`src/rtl/gap_fill_pkg.sv`:
```
// gap_fill_pkg: shared types and sizing helpers for gap_fill_buffer.
// Entry values are stored at the widest supported sample width and truncated on read.
package gap_fill_pkg;

    localparam int MAX_W = 24;

    typedef enum logic [1:0] {
        FILL_IDLE,
        FILL_DIV,
        FILL_WRITE
    } fill_state_e;

    typedef struct packed {
        logic [MAX_W-1:0] value;
        logic             filled;
    } entry_t;

    function automatic int acc_w(input int width, input int max_gap);
        return width + $clog2(max_gap) + 2;
    endfunction

    function automatic int fill_cyc(input int width, input int max_gap);
        return width + $clog2(max_gap) + 4;
    endfunction

endpackage

```
`src/rtl/gap_fill_buffer_serial_sdiv.sv`:
```
// serial_sdiv: restoring signed divider, one quotient bit per clock, truncates toward zero.
// Magnitudes are divided unsigned and the sign is reapplied on the result.
module serial_sdiv #(
    parameter int NUM_W = 21,
    parameter int DEN_W = 4
) (
    input  logic                    clk,
    input  logic                    reset_n,
    input  logic                    start,
    input  logic signed [NUM_W-1:0] num,
    input  logic signed [DEN_W-1:0] den,
    output logic                    done,
    output logic signed [NUM_W-1:0] quo
);

    localparam int CNT_W = $clog2(NUM_W + 1);

    logic [NUM_W-1:0] quo_q, quo_d;
    logic [DEN_W:0]   rem_q, rem_d, dmag_q, dmag_d;
    logic [CNT_W-1:0] cnt_q, cnt_d;
    logic             neg_q, neg_d, done_q, done_d;
    logic [DEN_W+1:0] sh;
    logic             ge;

    always_comb begin
        quo_d  = quo_q;
        rem_d  = rem_q;
        dmag_d = dmag_q;
        cnt_d  = cnt_q;
        neg_d  = neg_q;
        done_d = 1'b0;
        sh     = {rem_q, quo_q[NUM_W-1]};
        ge     = sh >= {1'b0, dmag_q};
        if (start) begin
            quo_d  = num[NUM_W-1] ? -num : num;
            dmag_d = den[DEN_W-1] ? -{den[DEN_W-1], den} : {den[DEN_W-1], den};
            rem_d  = '0;
            cnt_d  = CNT_W'(NUM_W);
            neg_d  = num[NUM_W-1] ^ den[DEN_W-1];
        end else if (cnt_q != '0) begin
            rem_d  = (DEN_W+1)'(ge ? sh - {1'b0, dmag_q} : sh);
            quo_d  = {quo_q[NUM_W-2:0], ge};
            cnt_d  = cnt_q - 1'b1;
            done_d = cnt_q == CNT_W'(1);
        end
    end

    always_ff @(posedge clk or negedge reset_n) begin
        if (!reset_n) begin
            quo_q  <= '0;
            rem_q  <= '0;
            dmag_q <= '0;
            cnt_q  <= '0;
            neg_q  <= 1'b0;
            done_q <= 1'b0;
        end else begin
            quo_q  <= quo_d;
            rem_q  <= rem_d;
            dmag_q <= dmag_d;
            cnt_q  <= cnt_d;
            neg_q  <= neg_d;
            done_q <= done_d;
        end
    end

    assign done = done_q;
    assign quo  = neg_q ? -$signed(quo_q) : $signed(quo_q);

endmodule

```
`src/rtl/gap_fill_buffer.sv`:
```
// gap_fill_buffer: DEPTH-slot delay line that repairs missing samples by hold or linear interpolation.
// Define GAP_FILL_STATS_EN to build the saturating fill_count statistic.
module gap_fill_buffer
    import gap_fill_pkg::*;
#(
    parameter int WIDTH   = 16,
    parameter int DEPTH   = 8,
    parameter int MAX_GAP = 6
) (
    input  logic             clk,
    input  logic             reset_n,
    input  logic             slot_tick,
    input  logic [WIDTH-1:0] sample_in,
    input  logic             valid_in,
    input  logic             mode_lin,
    input  logic             clr_err,
    output logic [WIDTH-1:0] sample_out,
    output logic             valid_out,
    output logic             filled_out,
    output logic             gap_err,
    output logic             busy_err,
    output logic [15:0]      fill_count
);

    localparam int PTR_W = $clog2(DEPTH);
    localparam int GL_W  = $clog2(MAX_GAP + 2);
    localparam int ACC_W = acc_w(WIDTH, MAX_GAP);
    localparam int DEN_W = GL_W + 1;

    entry_t mem_q [DEPTH];

    logic [PTR_W-1:0] wr_ptr_q, wr_ptr_d;
    logic             primed_q, primed_d;
    logic [GL_W-1:0]  gap_len_q, gap_len_d;
    logic [WIDTH-1:0] last_valid_q, last_valid_d;
    logic             anchored_q, anchored_d;
    logic [WIDTH-1:0] sample_out_q, sample_out_d;
    logic             filled_out_q, filled_out_d;
    logic             valid_out_q, valid_out_d;
    logic             gap_err_q, gap_err_d;
    logic             busy_err_q, busy_err_d;

    fill_state_e             st_q, st_d;
    logic [GL_W-1:0]         k_q, k_d, idx_q, idx_d;
    logic [WIDTH-1:0]        last_q, last_d, val_q, val_d;
    logic signed [WIDTH:0]   diff_q, diff_d;
    logic signed [ACC_W-1:0] acc_q, acc_d;
    logic [PTR_W-1:0]        fptr_q, fptr_d;

    logic                    tick_valid, tick_miss, closing, start_fill;
    logic                    wr_en;
    logic [PTR_W-1:0]        wr_addr;
    entry_t                  wr_data;
    logic                    div_start, div_done;
    logic signed [DEN_W-1:0] div_den;
    logic signed [ACC_W-1:0] div_quo;

    always_comb begin
        tick_valid   = slot_tick & valid_in;
        tick_miss    = slot_tick & ~valid_in;
        closing      = tick_valid & (gap_len_q != '0);
        start_fill   = closing & mode_lin & anchored_q & (gap_len_q <= GL_W'(MAX_GAP)) & (st_q == FILL_IDLE);
        wr_ptr_d     = slot_tick ? wr_ptr_q + 1'b1 : wr_ptr_q;
        primed_d     = primed_q | (slot_tick & (wr_ptr_q == PTR_W'(DEPTH - 1)));
        gap_len_d    = tick_valid ? '0 : (tick_miss && gap_len_q != GL_W'(MAX_GAP + 1)) ? gap_len_q + 1'b1 : gap_len_q;
        last_valid_d = tick_valid ? sample_in : last_valid_q;
        anchored_d   = anchored_q | tick_valid;
        valid_out_d  = slot_tick & primed_q;
        // Output registers stay at their reset value until the line is primed.
        sample_out_d = valid_out_d ? WIDTH'(mem_q[wr_ptr_q].value) : sample_out_q;
        filled_out_d = valid_out_d ? mem_q[wr_ptr_q].filled : filled_out_q;
        gap_err_d    = (gap_err_q & ~clr_err) | (closing & (gap_len_q > GL_W'(MAX_GAP)));
        busy_err_d   = (busy_err_q & ~clr_err) | (slot_tick & (st_q != FILL_IDLE));
        wr_en        = slot_tick | (st_q == FILL_WRITE);
        wr_addr      = slot_tick ? wr_ptr_q : fptr_q;
        wr_data      = slot_tick ? entry_t'{MAX_W'($signed(valid_in ? sample_in : last_valid_q)), ~valid_in}
                                 : entry_t'{MAX_W'($signed(val_q)), 1'b1};
    end

    always_comb begin
        st_d      = st_q;
        k_d       = k_q;
        idx_d     = idx_q;
        last_d    = last_q;
        val_d     = val_q;
        diff_d    = diff_q;
        acc_d     = acc_q;
        fptr_d    = fptr_q;
        div_start = 1'b0;
        unique case (st_q)
            FILL_IDLE: if (start_fill) begin
                k_d       = gap_len_q;
                idx_d     = GL_W'(1);
                last_d    = last_valid_q;
                diff_d    = $signed({sample_in[WIDTH-1], sample_in}) - $signed({last_valid_q[WIDTH-1], last_valid_q});
                acc_d     = ACC_W'(diff_d);
                fptr_d    = wr_ptr_q - PTR_W'(gap_len_q);
                div_start = 1'b1;
                st_d      = FILL_DIV;
            end
            FILL_DIV: if (div_done) begin
                val_d = WIDTH'(ACC_W'($signed(last_q)) + div_quo);
                st_d  = FILL_WRITE;
            end
            // A same-cycle slot_tick owns the write port; the engine retries next cycle.
            FILL_WRITE: if (!slot_tick) begin
                if (idx_q == k_q) begin
                    st_d = FILL_IDLE;
                end else begin
                    idx_d     = idx_q + 1'b1;
                    fptr_d    = fptr_q + 1'b1;
                    acc_d     = acc_q + ACC_W'(diff_q);
                    div_start = 1'b1;
                    st_d      = FILL_DIV;
                end
            end
            default: st_d = FILL_IDLE;
        endcase
        div_den = {1'b0, GL_W'(k_d + 1'b1)};
    end

    serial_sdiv #(
        .NUM_W(ACC_W),
        .DEN_W(DEN_W)
    ) u_div (
        .clk    (clk),
        .reset_n(reset_n),
        .start  (div_start),
        .num    (acc_d),
        .den    (div_den),
        .done   (div_done),
        .quo    (div_quo)
    );

    always_ff @(posedge clk) begin
        if (wr_en) mem_q[wr_addr] <= wr_data;
    end

    always_ff @(posedge clk or negedge reset_n) begin
        if (!reset_n) begin
            wr_ptr_q     <= '0;
            primed_q     <= 1'b0;
            gap_len_q    <= '0;
            last_valid_q <= '0;
            anchored_q   <= 1'b0;
            sample_out_q <= '0;
            filled_out_q <= 1'b0;
            valid_out_q  <= 1'b0;
            gap_err_q    <= 1'b0;
            busy_err_q   <= 1'b0;
        end else begin
            wr_ptr_q     <= wr_ptr_d;
            primed_q     <= primed_d;
            gap_len_q    <= gap_len_d;
            last_valid_q <= last_valid_d;
            anchored_q   <= anchored_d;
            sample_out_q <= sample_out_d;
            filled_out_q <= filled_out_d;
            valid_out_q  <= valid_out_d;
            gap_err_q    <= gap_err_d;
            busy_err_q   <= busy_err_d;
        end
    end

    always_ff @(posedge clk or negedge reset_n) begin
        if (!reset_n) begin
            st_q   <= FILL_IDLE;
            k_q    <= '0;
            idx_q  <= '0;
            last_q <= '0;
            val_q  <= '0;
            diff_q <= '0;
            acc_q  <= '0;
            fptr_q <= '0;
        end else begin
            st_q   <= st_d;
            k_q    <= k_d;
            idx_q  <= idx_d;
            last_q <= last_d;
            val_q  <= val_d;
            diff_q <= diff_d;
            acc_q  <= acc_d;
            fptr_q <= fptr_d;
        end
    end

`ifdef GAP_FILL_STATS_EN
    logic [15:0] fill_count_q, fill_count_d;

    always_comb begin
        fill_count_d = (valid_out_q && filled_out_q && fill_count_q != 16'hFFFF) ? fill_count_q + 16'd1 : fill_count_q;
    end

    always_ff @(posedge clk or negedge reset_n) begin
        if (!reset_n) fill_count_q <= '0;
        else          fill_count_q <= fill_count_d;
    end

    assign fill_count = fill_count_q;
`else
    assign fill_count = '0;
`endif

    assign sample_out = sample_out_q;
    assign valid_out  = valid_out_q;
    assign filled_out = filled_out_q;
    assign gap_err    = gap_err_q;
    assign busy_err   = busy_err_q;

endmodule

```
`config.mk`:
```
export PLATFORM = sky130hd
export DESIGN_NAME = gap_fill_buffer
export DESIGN_NICKNAME = d
export VERILOG_FILES = /design/src/rtl/gap_fill_pkg.sv /design/src/rtl/gap_fill_buffer_serial_sdiv.sv /design/src/rtl/gap_fill_buffer.sv
export SDC_FILE = /design/constraint.sdc
export NUM_CORES = 1
export LEC_CHECK = 0
export ABC_AREA = 1
export CAP_MARGIN = 20
export CORE_MARGIN = 10
export CORE_UTILIZATION = 62
export CTS_CLUSTER_SIZE = 20
export DETAILED_ROUTE_END_ITERATION = 8
export HOLD_SLACK_MARGIN = 0.1
export PLACE_DENSITY = 0.85
export REMOVE_ABC_BUFFERS = 1
export SYNTH_ARGS = -nofsm -noshare
export SYNTH_HDL_FRONTEND = slang
export SYNTH_SLANG_ARGS = --single-unit
```
`constraint.sdc`:
```
create_clock -name clk -period 3.8 [get_ports clk]
set_input_delay 0.76 -clock clk [delete_from_list [all_inputs] [get_ports clk]]
set_output_delay 0.76 -clock clk [all_outputs]
set_load 0.01 [all_outputs]
```
## After elaboration in Yosys (flattened, before gate mapping)

Memory sizes are Yosys's and may differ from the RTL's. A register that Yosys moved wholly into a read port is not among the register bits.
Cells that the tools add are included.

| storage, ports and cells | value |
|---|---|
| flip-flop bits (word level) | 144 |
| memory bits (writable) | 200 |
| logic and storage cells | 123 |
| memories kept | 1 |

| operators by class | value |
|---|---|
| add/sub/neg operators | 13 |
| $lt $le $gt $ge | 3 |
| equality and inequality tests | 10 |
| muxes and demuxes | 41 |
| bitwise operators | 20 |
| reductions and logical operators | 13 |

Memories:

| memory | depth | width | read ports | clocked after Yosys merged registers in | write ports | line | RTL |
|---|---|---|---|---|---|---|---|
| mem_q | 8 | 25 | 1 | 1 | 1 | gap_fill_buffer.sv:30 | `entry_t mem_q [DEPTH];` |

Operators with widths:

| kind | number |
|---|---|
| $mux 21 | 6 |
| $pmux 21 s2 | 1 |
| $mux 3 | 11 |
| $mux 16 | 2 |
| $mux 25 | 1 |
| $mux 5 | 5 |
| $add 21x17->21 | 1 |
| $neg 21->21 | 1 |
| $sub 16x16->17 | 1 |
| $add 16x16->16 | 1 |
| $neg 16->16 | 1 |
| $add 3x1->3 const B | 5 |
| $and 1x1->1 | 13 |
| $pmux 3 s2 | 2 |
| $mux 1 | 8 |
| $reduce_bool 2->1 | 4 |
| $ge 6x3->1 | 1 |
| $mux 2 | 3 |
| $ne 2x2->1 const B | 3 |
| $pmux 2 s3 | 1 |
| $eq 5x1->1 const B | 1 |
| $or 1x1->1 | 5 |
| $reduce_bool 5->1 | 1 |
| $sub 5x1->5 const B | 1 |
| other kinds (19) | 21 |

## Longest topological paths before layout

| depth | value |
|---|---|
| depth after elaboration | 11 |
| depth in mapped cells | 23 |

## Hierarchy

A second synthesis with hierarchy kept.

| second synthesis, totals | value |
|---|---|
| cell total of the unflattened synthesis | 2100 |
| area total of the unflattened synthesis | 17112.7 µm² |

By module, submodules not included:

| module | times used | cells each | area an instance (µm²) |
|---|---|---|---|
| gap_fill_buffer | 1 | 1649 | 14068.5 |
| serial_sdiv | 1 | 451 | 3044.2 |

## Worst setup path after synthesis

OpenSTA, ideal clock, no wires.

| path | value |
|---|---|
| kind | input-to-reg |
| start point | input sample_in[0] |
| end point | register u_div.quo_q[7] |
| library setup time | 131 ps |
| arrival time | 2824 ps |
| slack | 845 ps |
| cell stages on the path | 20 |
| buffers on the path | 1 |
| path through | inv_1 ha_1 inv_1 fa_1 nand3_1 nand2_1 nand2_1 nand2_1 nand2_1 nand3_1 nand3_1 nand2_1 inv_1 nand2_2 inv_2 buf_2 nand2_1 xor2_1 nand2_1 o211ai_1 |

| between the ends | value |
|---|---|
| elaborated cells on any way between the ends | 6 |
| classes of those cells | add/sub (2); mux (4) |

RTL lines:

| what | line | RTL |
|---|---|---|
| from (decl) | gap_fill_buffer.sv:13 | `input logic [WIDTH-1:0] sample_in,` |
| $sub 16x16->17 | gap_fill_buffer.sv:95 | `diff_d = $signed({sample_in[WIDTH-1], sample_in}) - $signed({last_valid_q[WIDTH-1], last_valid_q});` |
| $mux 21 | gap_fill_buffer.sv:91 | `FILL_IDLE: if (start_fill) begin` |
| $pmux 21 s2 | gap_fill_buffer.sv:90 | `unique case (st_q)` |
| via acc_d[20] | gap_fill_buffer.sv:47 | `logic signed [ACC_W-1:0] acc_q, acc_d;` |
| $mux 21 | gap_fill_buffer_serial_sdiv.sv:35 | `quo_d = num[NUM_W-1] ? -num : num;` |
| $mux 21 | gap_fill_buffer_serial_sdiv.sv:34 | `if (start) begin` |
| to (signal assigned) | gap_fill_buffer_serial_sdiv.sv:57 | `quo_q <= quo_d;` |
| to (decl) | gap_fill_buffer_serial_sdiv.sv:18 | `logic [NUM_W-1:0] quo_q, quo_d;` |

The timed path passes the listed nets, and every way through them passes these cells.
A chain may end at the register's enable or synchronous reset.

## Worst setup path in the final report

| path | value |
|---|---|
| start point | register u_div.quo_q[0] |
| end point | register val_q[15] |

| between the ends | value |
|---|---|
| word-level cells in the longest chain between the ends | 3 |

Ends and longest elaborated chain:

| what | line | RTL |
|---|---|---|
| $neg 16->16 | gap_fill_buffer_serial_sdiv.sv:67 | `assign quo = neg_q ? -$signed(quo_q) : $signed(quo_q);` |
| $mux 16 * | gap_fill_buffer_serial_sdiv.sv:67 |  |
| $add 16x16->16 * | gap_fill_buffer.sv:102 | `val_d = WIDTH'(ACC_W'($signed(last_q)) + div_quo);` |
| to (signal assigned) | gap_fill_buffer.sv:180 | `val_q <= val_d;` |
| to (decl) | gap_fill_buffer.sv:45 | `logic [WIDTH-1:0] last_q, last_d, val_q, val_d;` |

Every way passes the cells marked *; elsewhere a longest branch is shown, timed or not.

==> run_results.csv <==
group,metric,value,unit
yosys,ys_async_sr_fraction,54.2,%
grt,grt_overflow,0,
critical_path,critical_path_sink_type,"flip-flop",
detailed_routing,vias_per_cell,5.99,
floorplan,die_h,183,um
yosys,synth_top_area_share,24.9,%
grt,global_route.usage.total,26.6,%
layout,finish.net_count,2088,
yosys,synth_area,16400,um^2
run,max_cap_violations,0,
detailed_routing,drt_drc_violations_left,0,
sta,setup-violations-final,0,
pwr,switchingPower,7140,uW
pwr,clock_network_fraction_of_design_power,20.8,%
detailed_routing,antenna_violating_nets_post_route,0,
yosys,synth.ff_latch_count,297,
critical_path,crit_path_max_fanout,3,
pwr,switching_part_of_the_total_power,43.3,%
detailed_routing,drt_pass1_iterations,6,
sta,rsz0062_at_grt,"false",
floorplan,die_w,183,um
layout,antennaDiodeCount,0,
clock_tree,tritoncts_clock_tree,"yes",
yosys,synth_area_leaders,"edfxtp_1, dfrtp_1, nand2_1, o21ai_0, ha_1",
floorplan,dieArea,33400,um^2
detailed_routing,wl_per_cell,19.2,um
sta,hold_ws,187,ps
sta,slew_viol_final,0,
floorplan,ios,58,
clock_tree,number_of_buffers_added_by_the_clock_tree_synthesis_step,30,
yosys,synth.distinct_cells,48,
layout,final_area,18400,um^2
critical_path,number_of_buffers_and_inverters_on_the_critical_path,1,
sta,layout_worst_path_cycle_share,94.8,%
critical_path,required,4290,ps
critical_path,critical_path_arrival,4090,ps
critical_path,slowest_delay,450,ps
detailed_routing,detailroute.via_count,14100,
placement,io_buffers,41,
grt,first_global_vias,14000,
yosys,synth_sequential_area_ratio,49.5,%
sta,worst_pin_slew,808,ps
layout,layout_cells_sized_above_1,6.55,%
critical_path,cpMostUsedCell,"o21ai_0",
run_status,run_status,"finished, final reports clean",
yosys,syn-instance-count,1941,
yosys,synth-warning-count,0,
placement,placed_cell_area,17300,um^2
floorplan,starting_utilization_of_the_core_area,62.9,%
critical_path,worst-r2r-setup-slack,200,ps
layout,layout.core_utilization,70.7,%
clock_tree,insertion_delay,580,ps
pwr,max-vdd-ir-drop,618,uV
sta,clock_skew,21.2,ps
critical_path,ordered_list_of_cells_on_the_worst_path,"inv_1, ha_1, nand2_1, o21ai_0, ha_1, nand3_1, nand2_1, a31oi_1, o21ai_0, a21boi_1, o21ai_0, nand2_1, nor2_1, nor2_1, xor2_1, o21ai_0",
clock_tree,cts.repair_timing.setup_buffer_count,0,
clock_tree,ctsLongestPathBuffers,3,
floorplan,row_count,59,
sta,max-slew-margin-rel,45.9,%
yosys,avgSynthCellArea,8.45,um^2
clock_tree,clk_sinks,297,
yosys,post-synth-top-area-cell,"edfxtp_1",
detailed_routing,route.final.wire_length,45000,um
floorplan,core_region_area,26100,um^2
hold_path,hold_class,"in -> async",
pwr,combinationalPowerShare,48.8,%
detailed_routing,dr.first_iter.drc_count,1570,
clock_tree,clk_transition_reported_paths,70,ps
layout,area_grow_syn2layout,12.3,%
critical_path,crit_slowest_cell,"dfrtp_1",
clock_tree,clock_tree.htree_level_count,1,
critical_path,setup.worst_path.start_class,"flip-flop",
pwr,share_seq_of_total_power,30.4,%
grt,grt_start_max_net_pins,71,
grt,antenna_found_initial,0,
sta,maxClockFrequency,278,MHz
grt,grt_first_pass_wirelength,72500,um
pwr,power.density,895,nW/um^2
yosys,synth_ff_type,"dfrtp_1",
sta,timing.final.crit_period,3600,ps
yosys,number_of_flops_mapped_to_enable_cells_by_yosys,136,
pwr,leakage,0.00848,uW
clock_tree,ctsRootBufferMaster,"clkbuf_16",
critical_path,critical-path-top-delay-family,"compound AO/OA/AOI/OAI gates",
placement,detailed_place_hpwl,30300,um
critical_path,worst-setup-path-type,"reg -> reg",
pwr,internal_power,9330,uW
sta,hold_viol,0,
placement,gpl.final_weighted_congestion,0.951,
per-stage QoR:
stage | TNS [ps] | power (uW) | instances | setup WS, ps
after floorplan | 0 | 10400 | 1876 | 2.42
after global placement | 0 | 12400 | 2295 | 114
after detailed placement | -1.13 | 12800 | 2295 | -1.13
after CTS | 0 | 16400 | 2350 | 238
after global routing | 0 | 17600 | 2350 | 41.8
final | 0 | 16500 | 2350 | 199
worst paths after layout:
check | endpoint | start | cells past startpoint
worst max-delay path | val_q[15] | u_div.quo_q[0] | 16
worst min-delay path | sample_out[5] | reset_n | 1
worst max register to register | val_q[15] | u_div.quo_q[0] | 16
worst min register to register | st_q[0] | u_div.done | 1
max in group asynchronous | u_div.cnt_q[0] | reset_n | 2
min in group clk | st_q[0] | u_div.done | 1
state kept, by name (all words and copies together), names as in the netlist, 16 cells and up:
name,flops
mem_q,136
acc_q,21
u_div.quo_q,21
diff_q,17
last_q,16
last_valid_q,16
sample_out,16
val_q,16
timing repair:
| item | in CTS | in global routing |
|---|---|---|
| hold buffers | 0 | 0 |
| endpoints found under the setup margin | 0 | 2 |
| gates resized for setup | 0 | 3 |
cell usage after synthesis (all sizes together), types with 2 or more instances:
library cell	number
dfrtp	161
buf	30
nand3b	7
a21oi	62
o22ai	19
edfxtp	136
clkbuf	50
o221ai	22
nor3	10
nand3	123
nor2	170
xnor2	15
o21ai	183
o21bai	4
clkinv	7
mux2i	2
and3	2
o211ai	41
nand4	19
fa	5
a31oi	5
nor4	2
or2	3
ha	69
xor2	37
inv	200
and2	2
nand2	544
a21boi	6
area by class of cell:
type / instances / area (um^2)
Multi-Input combinational cell: 1372 / 7170
Tap cell: 335 / 419
Sequential cell: 297 / 8110
Clock buffer: 37 / 807
Inverter: 207 / 783
Timing Repair Buffer: 84 / 772
Fill cell: 1898 / 7640
Clock inverter: 18 / 347
layer usage:
metal	vias to the layer above	GRT usage (%)	wire, um
met1	6668	32.3	17000
li1	6541	-	-
met2	710	46.0	22500
met4	0	12.0	1980
met5	-	0	0
met3	160	3.70	3610
logic make-up after synthesis:
| kind of cell | after synthesis | synth area share, % |
|---|---|---|
| AND/OR/NAND/NOR | 883 | 22.6 |
| AO/OA/AOI/OAI | 345 | 12.0 |
| flip-flops | 297 | 49.5 |
| buffers and inverters | 287 | 7.13 |
| adder cells (fa/ha/maj) | 74 | 5.87 |
| XOR/XNOR | 52 | 2.78 |
| multiplexers | 2 | 0.122 |
| other | 1 | 0.0229 |
power groups by stage:
| stage | Combinational, uW | Sequential, uW | Clock [uW] |
|---|---|---|---|
| floorplan | 5330 | 5020 | 0 |
| global placement | 7440 | 4980 | 0 |
| detailed placement | 7740 | 5030 | 0 |
| CTS | 7920 | 5000 | 3440 |
| global route | 8960 | 5090 | 3570 |
| finish | 8040 | 5020 | 3420 |
worst reg2reg max path: stages (launching register included):
cell and delay [ps]:
dfrtp_1 450, inv_1 110, ha_1 300, nand2_1 60
o21ai_0 270, ha_1 400, nand3_1 70, nand2_1 120
a31oi_1 130, o21ai_0 370, a21boi_1 170, o21ai_0 380
nand2_1 160, nor2_1 170, nor2_1 80, xor2_1 140
o21ai_0 140
cells in the final DEF, fill, tap and decap left out, drive strengths merged, types with 3 or more instances in the layout:
| master | count |
|---|---|
| fa | 5 |
| bufinv | 9 |
| o22ai | 19 |
| ha | 69 |
| nand3 | 123 |
| clkinv | 15 |
| xor2 | 37 |
| o21bai | 4 |
| buf | 44 |
| dfrtp | 161 |
| nor2 | 170 |
| a21oi | 62 |
| or2 | 3 |
| a31oi | 5 |
| o221ai | 22 |
| nor3 | 10 |
| o21ai | 183 |
| nand2 | 544 |
| xnor2 | 15 |
| inv | 199 |
| nand3b | 7 |
| edfxtp | 136 |
| nand4 | 19 |
| a21boi | 6 |
| clkbuf | 37 |
| clkdlybuf4s50 | 40 |
| o211ai | 41 |
| conb | 16 |
(Power assumes the default switching activity.)
